==> src/rtl/memory_arbiter.sv <==
// memory_arbiter: shares the single-port memory_control interface between a
// config writer (requester 0) and a display/miner reader (requester 1).
// Round-robin arbitration with one transaction in flight at a time.
// Optional ACCESS watchdog: define MEMORY_ARBITER_TIMEOUT_EN to enable it.
module memory_arbiter #(
   parameter int ADDRESS_WIDTH  = 9,
   parameter int DATA_WIDTH     = 16,
   parameter int TIMEOUT_CYCLES = 255
) (
   input  logic                     clock,
   input  logic                     reset_n,
   input  logic                     request_0,
   input  logic                     write_0,
   input  logic [ADDRESS_WIDTH-1:0] address_0,
   input  logic [DATA_WIDTH-1:0]    data_0,
   output logic                     grant_0,
   output logic                     done_0,
   output logic [DATA_WIDTH-1:0]    read_data_0,
   input  logic                     request_1,
   input  logic                     write_1,
   input  logic [ADDRESS_WIDTH-1:0] address_1,
   input  logic [DATA_WIDTH-1:0]    data_1,
   output logic                     grant_1,
   output logic                     done_1,
   output logic [DATA_WIDTH-1:0]    read_data_1,
   output logic                     mem_unlock,
   output logic [ADDRESS_WIDTH-1:0] mem_address,
   output logic [DATA_WIDTH-1:0]    mem_data,
   input  logic [DATA_WIDTH-1:0]    mem_buffer,
   input  logic                     mem_ready,
   output logic                     error
);

   typedef enum logic [1:0] {
      IDLE   = 2'd0,
      ACCESS = 2'd1,
      DONE   = 2'd2
   } state_t;

   state_t state_reg;
   logic   owner_reg;         // requester being served by the current transaction
   logic   last_served_reg;   // resets to 1 so a tie straight after reset goes to requester 0
   logic   first_access_reg;  // mem_ready still reflects the previous access on this cycle

   logic   winner;
   logic   ready_hit;
   logic   timeout_hit;
   logic   complete;

   // A lone requester wins; on a tie the one not served last wins
   assign winner    = (request_0 && request_1) ? ~last_served_reg : request_1;
   assign ready_hit = (state_reg == ACCESS) && !first_access_reg && mem_ready;
   assign complete  = ready_hit || timeout_hit;

`ifdef MEMORY_ARBITER_TIMEOUT_EN
   localparam int COUNT_WIDTH = $clog2(TIMEOUT_CYCLES + 1);

   logic [COUNT_WIDTH-1:0] count_reg;
   logic                   error_reg;

   // Watchdog fires at the end of the TIMEOUT_CYCLES-th ACCESS cycle unless memory answered
   assign timeout_hit = (state_reg == ACCESS) && !ready_hit &&
                        (count_reg == COUNT_WIDTH'(TIMEOUT_CYCLES - 1));
   assign error       = error_reg;
`else
   // Without the watchdog the limit is irrelevant and ACCESS waits for mem_ready forever
   logic unused_timeout;
   assign unused_timeout = (TIMEOUT_CYCLES > 0);
   assign timeout_hit    = 1'b0;
   assign error          = 1'b0;
`endif

   // Sequencer: arbitrate in IDLE, hold the memory request in ACCESS, report in DONE
   always_ff @(posedge clock or negedge reset_n) begin
      if (!reset_n) begin
         state_reg        <= IDLE;
         owner_reg        <= 1'b0;
         last_served_reg  <= 1'b1;
         first_access_reg <= 1'b0;
         grant_0          <= 1'b0;
         grant_1          <= 1'b0;
         done_0           <= 1'b0;
         done_1           <= 1'b0;
         mem_unlock       <= 1'b0;
         mem_address      <= '0;
         mem_data         <= '0;
`ifdef MEMORY_ARBITER_TIMEOUT_EN
         count_reg        <= '0;
         error_reg        <= 1'b0;
`endif
      end else begin
         done_0 <= 1'b0;
         done_1 <= 1'b0;
`ifdef MEMORY_ARBITER_TIMEOUT_EN
         error_reg <= 1'b0;
`endif
         case (state_reg)
            IDLE: begin
               if (request_0 || request_1) begin
                  owner_reg        <= winner;
                  grant_0          <= ~winner;
                  grant_1          <= winner;
                  mem_unlock       <= winner ? write_1   : write_0;
                  mem_address      <= winner ? address_1 : address_0;
                  mem_data         <= winner ? data_1    : data_0;
                  first_access_reg <= 1'b1;
`ifdef MEMORY_ARBITER_TIMEOUT_EN
                  count_reg        <= '0;
`endif
                  state_reg        <= ACCESS;
               end
            end
            ACCESS: begin
               first_access_reg <= 1'b0;
               if (complete) begin
                  done_0          <= ~owner_reg;
                  done_1          <= owner_reg;
                  last_served_reg <= owner_reg;
`ifdef MEMORY_ARBITER_TIMEOUT_EN
                  error_reg       <= timeout_hit;
`endif
                  state_reg       <= DONE;
               end
`ifdef MEMORY_ARBITER_TIMEOUT_EN
               else begin
                  count_reg <= count_reg + COUNT_WIDTH'(1);
               end
`endif
            end
            DONE: begin
               grant_0    <= 1'b0;
               grant_1    <= 1'b0;
               mem_unlock <= 1'b0;
               state_reg  <= IDLE;
            end
            default: begin
               state_reg <= IDLE;
            end
         endcase
      end
   end

   genvar gi;
   generate
      for (gi = 0; gi < 2; gi++) begin : g_read_data
         logic [DATA_WIDTH-1:0] value_reg;

         // Latch the memory word for the owner only on a genuine completion
         always_ff @(posedge clock or negedge reset_n) begin
            if (!reset_n) begin
               value_reg <= '0;
            end else if (ready_hit && (owner_reg == 1'(gi))) begin
               value_reg <= mem_buffer;
            end
         end
      end
   endgenerate

   assign read_data_0 = g_read_data[0].value_reg;
   assign read_data_1 = g_read_data[1].value_reg;

endmodule

==> config.mk <==
export PLATFORM = sky130hd
export DESIGN_NAME = memory_arbiter
export DESIGN_NICKNAME = d
export VERILOG_FILES = /design/src/rtl/memory_arbiter.sv
export SDC_FILE = /design/constraint.sdc
export NUM_CORES = 1
export LEC_CHECK = 0
export ABC_CLOCK_PERIOD_IN_PS = 1900
export CORE_MARGIN = 3
export CORE_UTILIZATION = 36
export DETAILED_ROUTE_END_ITERATION = 8
export GPL_ROUTABILITY_DRIVEN = 0
export PLACE_DENSITY = 0.76
export SLEW_MARGIN = 20
export SYNTH_ARGS = -nofsm -noshare
export SYNTH_HDL_FRONTEND = slang
export SYNTH_SLANG_ARGS = --single-unit
==> constraint.sdc <==
create_clock -name clock -period 1.9 [get_ports clock]
set_clock_uncertainty 0.15 [all_clocks]
set_input_delay 0.285 -clock clock [delete_from_list [all_inputs] [get_ports clock]]
set_output_delay 0.285 -clock clock [all_outputs]
set_load 0.01 [all_outputs]
==> metrics.yaml <==
period_share: 0.887
setup_slack_ns: 0.215
synth_top_cells_by_area: "dfrtp_1 (61%), mux2_2 (10%), a221o_1 (9.3%)"
crit_path_max_incr_delay_ns: 0.56
h-tree-depth: 3
end_kind: "primary output"
place_ws_ns: -0.0820
max-cap-violations: 0
slowest_stage: "clkdlybuf4s50_1"
synth_simple_gate_area_share: 0.0940
grt_max_degree: 68
cts_root_buf: "clkbuf_8"
synth_cell_types: 26
grt_pass1_wl_microns: 11200
synthArstFlopShare: 1.00
start_util: 0.385
clkSlewWorstSetupHoldPaths_ns: 0.06
syn_inst: 193
synth_xor_area_frac: 0
tns_ns: 0
synth_common_cells: "dfrtp_1 (66), a221o_1 (25), and3_1 (25), mux2_2 (24), mux2_1 (8)"
final_layout_size_suffix_gt1_frac: 0.180
final.min_clock_period_ns: 1.68
cts_tree: "done"
synth_compound_area_frac: 0.110
die_y_microns: 92.6
num_io_pins: 136
synth_top_family_by_area: "multiplexers"
syn_area_sq_um: 2700
fin_area_sq_um: 4510
timing.rr.start: "first_access_reg"
crit_family: "buffers and inverters"
p_per_area_nw_per_um2: 1560
worst_ep_required_time_ns: 1.46
yosysMostFrequentCell: "dfrtp_1"
synth_mux_area_frac: 0.141
slew_violations: 0
worstPathArrival_ns: 1.25
setup_violations: 0
coreArea_sq_um: 7020
synth_ff_type: "dfrtp_1"
grt_pass1_vias: 2294
ys_warn_count: 0
nets: 413
detail-route-antenna-nets: 0
synth_nets: 266
yosysTopAreaCellShare: 0.611
rsz0062_at_grt: "false"
synth-edff-count: 0
fin_util: 0.642
r2r-end: "read_data_0[8]"
vias_per_cell: 4.91
final_hold_viol_count: 0
hpwlAfterDp_microns: 5110
syn_area_per_cell_sq_um: 14.0
num_rows: 30
chipWidth_microns: 92.6
clock_latency_ns: 0.32
port_buffers: 134
overflow: 0
detailed_place.area_sq_um: 4290
cts_sinks: 67
critPathKind: "reg -> out"
hold_class: "reg -> reg"
cp_max_fo: 3
grt_use_total: 0.167
antenna_found_initial: 0
leakage_nw: 2.00
syn2layout_area_growth_pct: 66.9
antenna_cells: 0
drt_first_iter_violations: 42
dr.pass1.iters: 4
drc: 0
max_freq_mhz: 594
synth_largest_area_cell: "dfrtp_1"
wl_microns: 6810
seqCellArea_sq_um: 1680
crit_path_start_kind: "flip-flop"
cts_resized: 0
numCtsBuffers: 9
reg2reg_depth: 4
vdd_ir_drop_max_v: 0.000633
whs_path_depth: 2
ys_seq_area_frac: 0.621
ys_ff_latch: 67
cp_cell_sequence: "clkdlybuf4s50_1"
outcome: "finished, final reports clean"
cts_buffer_depth: 2
crit_buf_inv: 1
num_vias: 2161
worstHoldEndpoint: "first_access_reg"
n_fill_cell: 569
regToRegSetupSlack_ns: 0.25
synthAdderAreaFrac: 0
dieArea_sq_um: 8580
min_from: "first_access_reg"
multiInputGateArea_sq_um: 953
wl_per_cell_microns: 15.5
## metal layers
| metal | vias to the layer above | global-route usage | routed length [microns] |
|---|---|---|---|
| met1 | 1047 | 0.196 | 2820 |
| met2 | 90 | 0.287 | 3360 |
| li1 | 1020 | - | - |
| met3 | 4 | 0.0666 | 585 |
| met4 | 0 | 0.0403 | 43 |
| met5 | - | 0 | 0 |
## power breakdown
group / switching [mW] / internal, mW / total (mW)
clock network: 0.481 / 0.744 / 1.22
logic: 1.26 / 2.05 / 3.31
registers: 0.373 / 2.13 / 2.51
total: 2.12 / 4.93 / 7.04
## cells in the final DEF, fill, tap and decap left out, types with 2 or more instances in the layout
cell	netlist	layout
clkdlybuf4s50_1	0	133
dfrtp_1	66	66
and3_1	25	25
a221o_1	25	25
mux2_2	24	24
clkbuf_8	0	13
buf_4	1	9
mux2_1	8	8
buf_12	0	6
o21ai_0	6	5
nor2_1	4	4
inv_1	3	3
nor3_1	3	3
mux2i_1	2	2
nand2_1	2	2
## kinds of logic (layout without fill, tap and decap cells)
kind of cell,Yosys count,in the layout
AOI/OAI and AO/OA,33,33
DFF,67,67
and+or+nand+nor,41,41
other,1,1
buffers and inverters,17,168
muxes,34,34
## metrics by stage
| step | std cells | power (mW) | hold slack [ns] |
|---|---|---|---|
| final | 440 | 7.04 | 0.317 |
| after global routing | 440 | 7.49 | 0.354 |
| after floorplan | 193 | 3.93 | -0.161 |
| after global placement | 424 | 5.80 | 0.177 |
| after CTS | 440 | 7.14 | 0.323 |
| after detailed placement | 424 | 5.89 | 0.180 |
## cell type report
type,instances,area share
Clock buffer,14,0.0405
Clock inverter,1,0.00666
Inverter,3,0.00250
Multi-Input combinational cell,109,0.211
Sequential cell,67,0.372
Tap cell,96,0.0266
Timing Repair Buffer,150,0.340
## how the worst max path moves through the flow
stage / startpoint / endpoint / slack [ns] / cells past startpoint
5_1_grt: grant_1 / grant_1 / 0.15 / 1
2_1_floorplan: state_reg[1] / read_data_0[0] / 0.13 / 5
6_report: grant_1 / grant_1 / 0.22 / 1
3_5_place_dp: mem_ready / read_data_0[8] / -0.08 / 5
3_3_place_gp: mem_ready / read_data_0[8] / -0.05 / 5
4_1_cts: mem_address[0] / mem_address[0] / 0.19 / 1
## timing repair
item	in CTS	in global routing
endpoints found under the hold margin	66	0
hold buffers	1	0
setup buffers	0	0
setup endpoints to repair	0	0
No activity file was read; power rests on OpenSTA's default activity.
